==> config.mk <==
export PLATFORM = sky130hd
export DESIGN_NAME = ov7670_config_sequencer
export DESIGN_NICKNAME = d
export VERILOG_FILES = /design/src/rtl/ov7670_config_sequencer.sv
export SDC_FILE = /design/constraint.sdc
export NUM_CORES = 1
export LEC_CHECK = 0
export ABC_AREA = 1
export CORE_ASPECT_RATIO = 0.7
export CORE_UTILIZATION = 55
export DETAILED_ROUTE_END_ITERATION = 16
export PLACE_DENSITY = 0.81
export SLEW_MARGIN = 20
export SYNTH_ARGS = -nofsm -noshare
export SYNTH_HDL_FRONTEND = slang
export SYNTH_SLANG_ARGS = --single-unit
==> constraint.sdc <==
create_clock -name clk_i -period 3.6 [get_ports clk_i]
set_input_delay 0.36 -clock clk_i [delete_from_list [all_inputs] [get_ports clk_i]]
set_output_delay 0.36 -clock clk_i [all_outputs]
set_load 0.1 [all_outputs]
==> src/rtl/ov7670_config_sequencer.sv <==
// rtl/ov7670_config_sequencer.sv - walks the OV7670 init ROM and issues one SCCB write per entry
// Reserved words: FFF0 inserts a DELAY_CYCLES pause, FFFF ends the table.
module ov7670_config_sequencer #(
   parameter int unsigned DELAY_CYCLES = 1_000_000,
   parameter int unsigned CNT_W        = 24
) (
   input  logic        clk_i,
   input  logic        rst_ni,
   input  logic        start_i,
   output logic [7:0]  rom_addr_o,
   input  logic [15:0] rom_data_i,
   output logic        sccb_start_o,
   output logic [7:0]  sccb_addr_o,
   output logic [7:0]  sccb_data_o,
   input  logic        sccb_ready_i,
   output logic        busy_o,
   output logic        done_o
);

   typedef enum logic [2:0] {
      IDLE, FETCH, DECODE, SEND, WAIT_LO, WAIT_HI, DELAY, FINISH
   } state_t;

   localparam logic [15:0]      WORD_DELAY = 16'hFFF0;
   localparam logic [15:0]      WORD_END   = 16'hFFFF;
   localparam logic [CNT_W-1:0] CNT_LAST   = CNT_W'(DELAY_CYCLES - 1);

   state_t           state_q;
   logic [7:0]       rom_addr_q;
   logic [7:0]       sccb_addr_q;
   logic [7:0]       sccb_data_q;
   logic             sccb_start_q;
   logic             busy_q;
   logic             done_q;
   logic [CNT_W-1:0] cnt_q;
   logic [CNT_W-1:0] cnt_d;
   logic             advance;

   // An entry is retired either when its write handshake completes or its pause expires.
   assign advance = ((state_q == WAIT_HI) && sccb_ready_i) ||
                    ((state_q == DELAY) && (cnt_q == CNT_LAST));
   assign cnt_d   = cnt_q + 1'b1;

   always_ff @(posedge clk_i or negedge rst_ni) begin
      if (!rst_ni) begin
         state_q      <= IDLE;
         rom_addr_q   <= 8'd0;
         sccb_addr_q  <= 8'd0;
         sccb_data_q  <= 8'd0;
         sccb_start_q <= 1'b0;
         busy_q       <= 1'b0;
         done_q       <= 1'b0;
         cnt_q        <= '0;
      end else begin
         sccb_start_q <= 1'b0;
         case (state_q)
            IDLE: begin
               if (start_i) begin
                  rom_addr_q <= 8'd0;
                  done_q     <= 1'b0;
                  busy_q     <= 1'b1;
                  state_q    <= FETCH;
               end
            end
            FETCH:  state_q <= DECODE;
            DECODE: begin
               if (rom_data_i == WORD_END) begin
                  state_q <= FINISH;
               end else if (rom_data_i == WORD_DELAY) begin
                  cnt_q   <= '0;
                  state_q <= DELAY;
               end else begin
                  sccb_addr_q <= rom_data_i[15:8];
                  sccb_data_q <= rom_data_i[7:0];
                  state_q     <= SEND;
               end
            end
            SEND: begin
               if (sccb_ready_i) begin
                  sccb_start_q <= 1'b1;
                  state_q      <= WAIT_LO;
               end
            end
            WAIT_LO: begin
               if (!sccb_ready_i) state_q <= WAIT_HI;
            end
            WAIT_HI: ;
            DELAY: begin
               if (cnt_q != CNT_LAST) cnt_q <= cnt_d;
            end
            FINISH: begin
               busy_q  <= 1'b0;
               done_q  <= 1'b1;
               state_q <= IDLE;
            end
            default: state_q <= IDLE;
         endcase

         // The table never wraps: the last ROM slot always finishes the sequence.
         if (advance) begin
            if (rom_addr_q == 8'hFF) begin
               state_q <= FINISH;
            end else begin
               rom_addr_q <= rom_addr_q + 1'b1;
               state_q    <= FETCH;
            end
         end
      end
   end

   assign rom_addr_o   = rom_addr_q;
   assign sccb_start_o = sccb_start_q;
   assign sccb_addr_o  = sccb_addr_q;
   assign sccb_data_o  = sccb_data_q;
   assign busy_o       = busy_q;
   assign done_o       = done_q;

endmodule
Yosys cells after proc, flatten, opt, wreduce, memory -nomap -nowiden
Cells that the tools add are included.
W data, S select, Z words.
{"block": "totals", "reg_bits": 54, "out_inout_bits": 27, "word_cells": 64}
{"block": "op_classes", "addsub": 2, "eq_ne": 19, "mux": 22, "n_bitwise": 2, "reduce_logical": 11}
{"operator": "$mux W24", "count": 3}
{"operator": "$pmux W24 S2", "count": 1}
{"operator": "$eq A16 B16 Y1 const B", "count": 2}
{"operator": "$mux W8", "count": 4}
{"operator": "$add A24 B1 Y24 const B", "count": 1}
{"operator": "$eq A24 B20 Y1 const B", "count": 1}
{"operator": "$ne A24 B20 Y1 const B", "count": 1}
{"operator": "$mux W3", "count": 7}
{"operator": "$pmux W3 S6", "count": 1}
{"operator": "$eq A3 B3 Y1 const B", "count": 4}
{"operator": "$ne A3 B3 Y1 const B", "count": 3}
{"operator": "$add A8 B1 Y8 const B", "count": 1}
{"operator": "$eq A8 B8 Y1 const B", "count": 1}
{"operator": "$reduce_and A4 Y1", "count": 2}
{"operator": "$reduce_bool A7 Y1", "count": 1}
{"operator": "$eq A3 B2 Y1 const B", "count": 2}
{"operator": "$ne A2 B2 Y1 const B", "count": 3}
{"operator": "$mux W1", "count": 4}
{"operator": "$pmux W1 S2", "count": 2}
{"operator": "$reduce_bool A2 Y1", "count": 2}
{"operator": "$eq A3 B1 Y1 const B", "count": 1}
{"operator": "$logic_not A3 Y1", "count": 1}
{"operator": "$reduce_and A3 Y1", "count": 1}
{"operator": "$logic_and A1 B1 Y1", "count": 2}
{"operator": "4 further kinds", "count": 5}

Longest topological paths before layout
Gate-level depths: netlist of run 1.
{"block": "logic_depth", "ltp_word": 5, "mapped_depth": 11}

Worst setup path after synthesis of run 1
OpenSTA, ideal clock, no wires.
{"block": "synth_path", "path_type": "register to register", "start": "reg rom_addr_q[1] (netlist: rom_addr_o[1])", "end": "reg rom_addr_q[3] (netlist: rom_addr_o[3])", "t_arrival_ns": 2.165, "slack_ns": 1.370, "path_stages_with_launch": 10, "n_path_buf": 0, "synth_period_minus_slack_ns": 2.230, "cell_sequence": "dfrtp_1 -> ha_1 -> nand3_1 -> nor3_2 -> nand3_2 -> inv_1 -> nand2_1 -> o21ai_0 -> nand2_1 -> nand2_1"}
{"block": "synth_between", "elab_chain_len": 3, "elab_cells_between_ends": 4, "classes_between": "add/sub (1); eq/ne (1); mux (2)"}
{"element": "from (decl)", "line": "29", "text": "logic [7:0] rom_addr_q;"}
{"element": "from (signal assigned)", "line": "104", "text": "rom_addr_q <= rom_addr_q + 1'b1;"}
{"element": "$add A8 B1 Y8 / $eq A8 B8 Y1 (equally long branches)", "line": "104, 101"}
{"element": "$mux W8 *", "line": "101", "text": "if (rom_addr_q == 8'hFF) begin"}
{"element": "$mux W8 *", "line": "100", "text": "if (advance) begin"}
Every way passes the cells marked *; elsewhere a longest branch is shown, timed or not.
A chain may end at the register's enable or synchronous reset.

Final worst setup path of run 1
{"block": "layout_path", "start": "reg rom_addr_q[6] (netlist: rom_addr_o[6])", "end": "out rom_addr_o[6]"}
{"element": "to (decl)", "line": "10", "text": "output logic [7:0] rom_addr_o,"}
No word-level cell between the ends.

==> summary.txt, run 1 <==
Floorplanning
  – Core ar.: 5450 um^2
  – Site Rows: 22
  – Initial core utilization: 59.21%
  – Full die area: 6182 um^2
  – Die Y-Extent: 66.09 um
  – # IOs: 47
  – DIE WIDTH: 93.55 um

Yosys
  – Synthesized flop and latch total: 54
  – Share of flip-flops with an asynchronous set or reset: 100.0%
  – Top post-synthesis cells by area: dfrtp_1 (42%), nand2_1 (19%), nand3_1 (8.2%), nor2_1 (5.9%), inv_1 (4.2%)
  – Synth top area share: 41.88%
  – Library cells used by synthesis: 31
  – EDFF count, synth: 0
  – Syn avg cell area: 7.123 um^2
  – Ys flop type: dfrtp_1
  – Post-synthesis sequential area ratio: 41.88%
  – Post-Syn Area: 3227 um^2
  – Post-Synthesis Cells: 453
  – Cell taking the most area after synthesis: dfrtp_1
  – Syn_nets: 475
  – Ys Warns: 0

Finish
  – Fin nets: 520
  – Area grow syn2layout: 18.42%
  – Final Util: 70.11%
  – Filler cell count: 471
  – Area of the multi-input gates: 1658 um^2
  – Fraction of layout cells with a size suffix above 1: 6.413%
  – Antenna Diode Count: 0
  – Commonest cells after routing, fill and taps aside: nand2_1 (163), dfrtp_1 (54), nand3_1 (53)
  – Leading cell type in the layout, fill and taps excluded: nand2_1
  – Register area: 1351 um^2
  – Fin area: 3821 um^2

Place
  – HPWL Detailed: 5.860 mm
  – Global placer's final weighted congestion: 0.9682
  – Pre-CTS setup slack: 1.417 ns
  – Placement Cell Area: 3715 um^2
  – Port Buffers: 46

Global route
  – Global-route wire length before repair: 13.42 mm
  – Initial antenna violation count: 0
  – Largest net degree at the start of global routing: 36
  – Global-route usage over all layers: 28.29%
  – Vias in the first global route: 2,852
  – Global route overflow: 0

Routing
  – Residual DRC count: 0
  – Vias: 3,054
  – Routed Antenna Nets: 0
  – Avg WL per Cell: 13.53 um
  – Via density: 5.349
  – 1st-pass router iterations: 5
  – Final WL: 7.728 mm
  – Iteration-0 DRC Markers: 200

Timing
  – # setup viols final: 0
  – F_max: 0.4358 GHz
  – Final period utilization: 63.74%
  – Fin. Hold Viols: 0
  – Worst-case clock skew: 0.009444 ns
  – Max Slew Vio Count: 0
  – Headroom to the max-slew limit: 34.31%
  – RSZ-0062 raised after global routing: false
  – Min cycle time layout: 2.295 ns
  – Worst-Margin Slew: 0.9822 ns
  – Total negative slack: 0 ns
  – Setup ws final: 1.305 ns

Worst setup path
  – Critical-path cell list: clkdlybuf4s50_1
  – Crit path kind: flip-flop to output pin
  – Worst EP required: 3.24 ns
  – Worst path arrival time: 1.93 ns
  – Worst setup SP type: flip-flop
  – Max incr delay on CP: 1.17 ns
  – Buf+Inv Stages, Crit Path: 1
  – CP max stage cell: clkdlybuf4s50_1
  – CP Max Fanout: 5
  – Critical Path End Type: output pin
  – CP top delay family: buffers and inverters

Clock tree
  – Post_cts resized: 0
  – CTS max path bufs: 2
  – Cts-stage hold buffer count: 0
  – CTS clk-pin slew, worst paths: 0.10 ns
  – Sink Count: 54
  – Num CTS Buffers: 5
  – Setup bufs post-CTS: 0
  – Clock Latency Late Sink: 0.31 ns
  – CTS tree: yes
  – CTS root buf: clkbuf_8
  – CTS H-tree lvls: 2

Power
  – Total Power: 3.435 mW
  – Maximum vdd drop: 883.3 uV
  – Pleak: 1.748 nW
  – P per Cell Area: 898.9 nW/um^2

Status
  – Run status: complete, no violations

Job
  – Max Cap Violations: 0

Min path
  – Hold WC Path Type: primary input to async pin
-- path summary, 6_finish.rpt --
kind                       depth (start not counted)  slack (ns)            from             end
setup reg to reg                                   8        1.54        cnt_q[0]       cnt_q[16]
hold / removal                                     1        0.12          rst_ni   rom_addr_o[5]
setup / recovery                                   1        1.31   rom_addr_o[6]   rom_addr_o[6]
max in group asynchronous                          2        2.74          rst_ni  sccb_data_o[1]
min in group clk_i                                 2        0.48  sccb_addr_o[4]  sccb_addr_o[4]
hold reg to reg                                    2        0.48  sccb_addr_o[4]  sccb_addr_o[4]
-- layout make-up --
cell class	count	area share, %
Multi-Input combinational cell	350	43.39
Sequential cell	54	35.36
Timing Repair Buffer	47	12.12
Inverter	40	3.995
Tap cell	72	2.358
Clock buffer	7	1.997
Clock inverter	1	0.7859
-- logic make-up (layout without fill, tap and decap cells) --
kind of cell | count (synthesis) | count (layout) | share of synthesized area, %
DFF | 54 | 54 | 41.88
AOI/OAI and AO/OA | 29 | 29 | 4.614
buffers and inverters | 49 | 95 | 6.747
adders and majority gates | 2 | 2 | 0.7754
xor gates and xnor gates | 16 | 16 | 4.343
and+or+nand+nor | 303 | 303 | 41.64
-- worst reg2reg max path: stages, from the launching register on --
cell and delay [ns]:
dfrtp_1 0.45, ha_1 0.26, nand3_1 0.22, nor2_4 0.20
nand3_2 0.14, nand2_2 0.11, nand2_2 0.18, inv_4 0.27
o21ai_0 0.12
-- Yosys cell counts, types with 4 or more instances --
cell / number
dfrtp_1: 54
nand2_2: 4
xor2_1: 12
o21ai_1: 12
nor2_1: 51
nor2_2: 5
nand3_1: 53
xnor2_1: 4
inv_1: 36
nor2_4: 4
o21ai_0: 15
nand4_1: 12
nand2_1: 163
-- metal layers --
layer | up-vias | track usage [%] | share of wire (%)
li1 | 1531 | - | -
met1 | 1415 | 41.67 | 49
met2 | 95 | 41.27 | 41
met3 | 13 | 7.701 | 8.7
met4 | 0 | 6.538 | 1.7
met5 | - | 0 | 0
-- state kept, by name, indices dropped and copies added (netlist names) --
register	count
cnt_q	24
rom_addr_o	8
sccb_addr_o	8
sccb_data_o	8
state_q	3
busy_o	1
done_o	1
sccb_start_o	1
-- power breakdown --
group / internal [mW] / switching (mW) / leakage [nW]
clock network: 0.208 / 0.195 / 0.0524
logic: 0.486 / 1.47 / 0.997
registers: 0.837 / 0.242 / 0.699
-- stage by stage --
stage	instances	hold WS [ns]
2_1_floorplan	453	0.06441
3_3_place_gp	563	0.4554
3_5_place_dp	563	0.4612
4_1_cts	571	0.1465
5_1_grt	571	0.1949
6_report	571	0.1237
Note: power is estimated with default switching activity, not from simulation.
==> run 2, diff against run 1 <==
Settings changed: CORE_UTILIZATION 55 to 49, PLACE_DENSITY 0.81 to 0.76.
Clock period 3.6 ns to 2.1 ns, I/O delays scaled along.
==> run 2 against run 1 <==
Sequential power grew 70%. Critical path depth grew 8. Critical path type is now flip-flop to flip-flop. Via count grew 0.16%.
==> summary.txt, run 2 (synthesis results as in run 1) <==
Status
  – Run status: complete, no violations

Power
  – Pleak: 1.812 nW (+3.7%)
  – P per Cell Area: 1508 nW/um^2 (+68%)
  – Total Power: 5.756 mW (+68%)
  – Maximum vdd drop: 1093 uV (+24%)

Worst setup path
  – Critical Path End Type: flip-flop
  – Cells on worst reg2reg path: 9 (+1)
  – Worst setup SP type: flip-flop
  – Worst path arrival time: 2.10 ns (+0.17 ns)
  – Reg-to-reg critical path startpoint: cnt_q[0]
  – Crit path kind: flip-flop to flip-flop
  – CP Max Fanout: 6 (+1)
  – Worst R2R Setup Slack: 0.22 ns (-1.32 ns)
  – R2R Path End: cnt_q[14]
  – Worst EP required: 2.32 ns (-0.92 ns)

Place
  – HPWL Detailed: 5.664 mm (-3.3%)
  – Global placer's final weighted congestion: 0.9332 (-3.6%)
  – Port Buffers: 46 (unchanged)
  – Pre-CTS setup slack: 0.2061 ns (-1.211 ns)

Clock tree
  – CTS H-tree lvls: 2 (unchanged)
  – CTS root buf: clkbuf_8
  – Clock Latency Late Sink: 0.31 ns (about the same)
  – Sink Count: 54 (unchanged)
  – CTS clk-pin slew, worst paths: 0.11 ns (about the same)
  – CTS tree: yes
  – CTS max path bufs: 2 (unchanged)
  – Num CTS Buffers: 5 (unchanged)

Global route
  – Vias in the first global route: 2,799 (-1.9%)
  – Global-route usage over all layers: 23.67% (-4.6 points)
  – Initial antenna violation count: 0 (unchanged)
  – Largest net degree at the start of global routing: 28 (-22%)
  – Global route overflow: 0 (unchanged)
  – Global-route wire length before repair: 13.08 mm (-2.5%)

Floorplanning
  – # IOs: 47 (unchanged)
  – Full die area: 6919 um^2 (+12%)
  – Initial core utilization: 51.17% (-8.0 points)
  – DIE WIDTH: 99.00 um (+5.8%)
  – Core ar.: 6306 um^2 (+16%)
  – Site Rows: 24 (+9.1%)
  – Die Y-Extent: 69.90 um (+5.8%)

Routing
  – Via density: 5.247 (-1.9%)
  – Routed Antenna Nets: 0 (unchanged)
  – 1st-pass router iterations: 6 (+1)
  – Vias: 3,059 (+0.16%)
  – Avg WL per Cell: 13.01 um (-3.9%)
  – Iteration-0 DRC Markers: 293 (+47%)
  – Residual DRC count: 0 (unchanged)
  – Final WL: 7.584 mm (-1.9%)

Finish
  – Filler cell count: 549 (+17%)
  – Area grow syn2layout: 18.30% (about the same)
  – Fraction of layout cells with a size suffix above 1: 13.47% (+7.1 points)
  – Fin nets: 526 (+1.2%)
  – Register area: 1354 um^2 (+0.19%)
  – Leading cell type in the layout, fill and taps excluded: nand2_1
  – Largest Register: cnt_q
  – Commonest cells after routing, fill and taps aside: nand2_1 (163), nand3_1 (53), dfrtp_1 (52)
  – Max reg flops: 24 (unchanged)
  – Antenna Diode Count: 0 (unchanged)
  – Area of the multi-input gates: 1658 um^2 (unchanged)

Timing
  – Worst-case clock skew: 0.01668 ns (+0.007240 ns)
  – Fin. Hold Viols: 0 (unchanged)
  – F_max: 0.5306 GHz
  – Total negative slack: 0 ns (unchanged)
  – Setup ws final: 0.2152 ns (-1.090 ns)
  – Headroom to the max-slew limit: 73.43% (+39 points)
  – # setup viols final: 0 (unchanged)
  – Final period utilization: 89.75%
  – Max Slew Vio Count: 0 (unchanged)
  – Worst-Margin Slew: 0.3985 ns (-0.5837 ns)
  – Min cycle time layout: 1.885 ns
  – RSZ-0062 raised after global routing: false

Min path
  – Hold WC Path Type: primary input to async pin

Job
  – Max Cap Violations: 0 (unchanged)
-- run 2: cell types whose count changed in the layout (fill, tap and decap cells not counted), sizes merged --
cell	delta
buf	+32
bufinv	-1
clkbuf	-2
clkdlybuf4s50	-27
clkinv	+3
clkinvlp	+1
dlygate4sd3	+1
inv	-1
-- run 2: what timing repair did --
action / CTS / global route
endpoints found under the hold margin: 14 / 0
buffers inserted: 0 / 0
endpoints found under the setup margin: 0 / 12
hold buffers: 1 / 0
gates resized for setup: 0 / 3
-- run 2: worst max-delay path by stage --
| stage | depth (start not counted) | slack, ns | endpoint | start |
|---|---|---|---|---|
| 2_1_floorplan | 8 | 0.03 | rom_addr_o[3] | rom_addr_o[3] |
| 3_3_place_gp | 9 | 0.28 | cnt_q[14] | cnt_q[0] |
| 3_5_place_dp | 8 | 0.21 | cnt_q[16] | cnt_q[0] |
| 4_1_cts | 8 | 0.19 | cnt_q[18] | cnt_q[0] |
| 5_1_grt | 9 | 0.005 | cnt_q[16] | cnt_q[0] |
| 6_report | 9 | 0.22 | cnt_q[14] | cnt_q[0] |
-- run 2: final cells by class --
class / instances / area share (%)
Multi-Input combinational cell: 350 / 43.43
Sequential cell: 54 / 35.46
Timing Repair Buffer: 53 / 11.93
Inverter: 40 / 4.261
Tap cell: 78 / 2.557
Clock buffer: 5 / 1.803
Clock inverter: 3 / 0.5572
-- run 2: metrics by stage --
step	cells	hold WS (ns)	utilization (%)	area, um^2
finish	583	0.3392	60.54	3817
global route	583	0.3759	60.54	3817
CTS	583	0.3468	60.38	3807
detailed placement	574	0.1539	58.79	3707
global placement	574	0.1505	58.79	3707
floorplan	453	-0.08559	-	3229
-- run 2: metal layers --
layer | routed length [um] | vias to the layer above | global-route usage, %
li1 | - | 1541 | -
met1 | 3778 | 1394 | 36.90
met2 | 3195 | 118 | 34.27
met3 | 569 | 6 | 4.104
met4 | 40 | 0 | 4.975
met5 | 0 | - | 0
-- run 2: critical path, stage by stage, from the launching register on --
cell,delay (ns)
dfrtp_1,0.44
ha_1,0.26
nand2_1,0.11
nor2_2,0.22
nand2_1,0.23
nor2_1,0.21
xor2_1,0.16
nor2_1,0.05
nand2_1,0.08
nand2_1,0.05
-- run 2: report_power, final --
group | internal [mW] | total, mW | switching, mW
sequential | 1.44 | 1.84 | 0.405
combinational | 0.792 | 3.32 | 2.53
clock | 0.236 | 0.596 | 0.361
==> run 3, diff against run 2 <==
Clock period 2.1 ns to 1.5 ns, I/O delays scaled along.
==> run 3 against run 2 <==
The run now ends with negative setup slack left. Register-to-register slack worse by 0.36 ns. Clock skew down 0.0057 ns. Count of clock-buffer cells in the layout up 2. Via count up 20%. Critical path depth down 1. Final cell count up 13%. Power up 78%. First-iteration DRC count up 28%. Sequential power up 45%. Global-route usage up 5.1 points. Critical path type unchanged. Critical endpoint is now rom_addr_o[2].
==> summary.txt, run 3 (synthesis results as in run 1) <==
Floorplanning
  – # IOs: 47 (unchanged)
  – Core ar.: 6306 um^2 (unchanged)
  – DIE WIDTH: 99.00 um (unchanged)
  – Initial core utilization: 51.17% (unchanged)
  – Die Y-Extent: 69.90 um (unchanged)
  – Full die area: 6919 um^2 (unchanged)
  – Site Rows: 24 (unchanged)

Clock tree
  – CTS H-tree lvls: 2 (unchanged)
  – CTS clk-pin slew, worst paths: 0.10 ns (about the same)
  – Clock Latency Late Sink: 0.31 ns (about the same)
  – Sink Count: 54 (unchanged)
  – CTS root buf: clkbuf_8
  – Num CTS Buffers: 5 (unchanged)
  – CTS tree: yes
  – CTS max path bufs: 2 (unchanged)

Power
  – Total Power: 10.24 mW (+78%)
  – Pleak: 2.376 nW (+31%)
  – Maximum vdd drop: 1822 uV (+67%)
  – P per Cell Area: 2020 nW/um^2 (+34%)

Finish
  – Filler cell count: 377 (-31%)
  – Largest Register: cnt_q
  – Leading cell type in the layout, fill and taps excluded: nand2_1
  – Antenna Diode Count: 0 (unchanged)
  – Final Util: 80.38% (+20 points)
  – Fraction of layout cells with a size suffix above 1: 33.62% (+20 points)
  – Max reg flops: 24 (unchanged)
  – Area grow syn2layout: 57.08%
  – Fin nets: 601 (+14%)
  – Commonest cells after routing, fill and taps aside: nand2_1 (148), buf_4 (70), nand3_1 (49)

Timing
  – F_max: 0.6062 GHz (+14%)
  – Fin. Hold Viols: 0 (unchanged)
  – Worst-case clock skew: 0.01097 ns (-0.005715 ns)
  – Min cycle time layout: 1.650 ns (-0.2352 ns)
  – RSZ-0062 raised after global routing: true
  – # setup viols final: 22 (+22)
  – Max Slew Vio Count: 0 (unchanged)
  – Final period utilization: 110.0% (+20 points)
  – Worst-Margin Slew: 0.5281 ns (+0.1296 ns)
  – Setup ws final: -0.1496 ns (-0.3648 ns)
  – Headroom to the max-slew limit: 64.79% (-8.6 points)

Routing
  – Vias: 3,685 (+20%)
  – 1st-pass router iterations: 5 (-1)
  – Routed Antenna Nets: 0 (unchanged)
  – Iteration-0 DRC Markers: 374 (+28%)
  – Final WL: 10.75 mm (+42%)
  – Via density: 5.600 (+6.7%)
  – Avg WL per Cell: 16.34 um (+26%)
  – Residual DRC count: 0 (unchanged)

Status
  – Run status: finished, violations left
  – Failing checks: negative setup slack

Worst setup path
  – Buf+Inv Stages, Crit Path: 1 (+1)
  – CP top delay family: simple AND/OR/NAND/NOR gates
  – WP depth: 8 (-1)
  – Worst path arrival time: 1.84 ns (-0.26 ns)
  – CP Max Fanout: 7 (+1)
  – Cells on worst reg2reg path: 8 (-1)
  – Crit path kind: flip-flop to flip-flop
  – CP most frequent cell: nor2_2
  – Critical-path cell list: nor2_1 -> inv_1 -> nor2_2 -> nand2_4 -> nand2_1 -> nor2_2 -> o21ai_1 -> o21ai_0
  – Worst EP required: 1.69 ns (-0.63 ns)
  – Max incr delay on CP: 0.47 ns (+0.03 ns)
  – CP max stage cell: dfrtp_1
  – Worst setup SP type: flip-flop
  – Critical Path End Type: flip-flop

Place
  – Port Buffers: 46 (unchanged)
  – Global placer's final weighted congestion: 0.9546 (+2.3%)
  – Pre-CTS setup slack: -0.2078 ns (-0.4140 ns)
  – HPWL Detailed: 6.817 mm (+20%)

Global route
  – Initial antenna violation count: 0 (unchanged)
  – Vias in the first global route: 3,343 (+19%)
  – Global route overflow: 0 (unchanged)
  – Largest net degree at the start of global routing: 24 (-14%)
  – Global-route usage over all layers: 28.76% (+5.1 points)
  – Global-route wire length before repair: 15.71 mm (+20%)

Min path
  – Hold WC Path Type: primary input to async pin

Job
  – Max Cap Violations: 0 (unchanged)
run 3: layer usage:
metal	GRT usage [%]	up-vias	share of wire [%]
li1	-	1697	-
met1	39.31	1721	42
met2	44.76	231	47
met3	7.207	36	9.0
met4	9.784	0	2.4
met5	0	-	0
run 3: timing repair:
| item | in CTS | in global routing |
|---|---|---|
| hold buffers | 1 | 0 |
| cloned | 1 | 2 |
| pin swaps | 11 | 17 |
| endpoints found under the hold margin | 17 | 0 |
| endpoints found under the setup margin | 33 | 51 |
| buffers inserted | 4 | 11 |
| resized for setup | 20 | 60 |
run 3: layout make-up:
class | instances | area, um^2 | share of cell area, %
Sequential cell | 54 | 1368 | 26.98
Tap cell | 78 | 97.59 | 1.925
Timing Repair inverter | 2 | 25.02 | 0.4937
Clock buffer | 7 | 86.33 | 1.703
Timing Repair Buffer | 125 | 1381 | 27.25
Clock inverter | 1 | 5.005 | 0.09874
Inverter | 40 | 165.2 | 3.258
Multi-Input combinational cell | 351 | 1941 | 38.29
run 3: stage by stage:
stage | std cells | instance area [um^2] | setup TNS, ns | hold slack [ns]
2_1_floorplan | 453 | 3269 | -1.882 | -0.1456
3_5_place_dp | 632 | 4533 | -5.279 | 0.1570
4_1_cts | 646 | 4768 | -0.006126 | 0.3498
5_1_grt | 658 | 5069 | -3.547 | 0.3893
6_report | 658 | 5069 | -1.573 | 0.3331
3_3_place_gp | 632 | 4533 | -2.587 | 0.1458
run 3: report_power, final:
part / switching [mW] / total [mW] / internal [mW]
clock: 0.497 / 0.871 / 0.375
sequential: 0.625 / 2.66 / 2.03
combinational: 4.22 / 6.71 / 2.49
run 3: worst reg2reg max path, stage by stage (launching register included):
cell and delay [ns]:
dfrtp_1 0.47, nor2_1 0.20, inv_1 0.10, nor2_2 0.17, nand2_4 0.11, nand2_1 0.11
nor2_2 0.06, o21ai_1 0.18, o21ai_0 0.13
run 3: worst paths after layout:
path                       slack, ns           start        endpoint
max                            -0.15      state_q[1]   rom_addr_o[2]
min                             0.33          rst_ni  sccb_addr_o[4]
max reg2reg                    -0.15      state_q[1]   rom_addr_o[2]
min reg2reg                     0.54  sccb_data_o[5]  sccb_data_o[5]
max in group asynchronous       0.64          rst_ni   rom_addr_o[0]
min in group clk_i              0.43  rom_data_i[15]  sccb_addr_o[7]
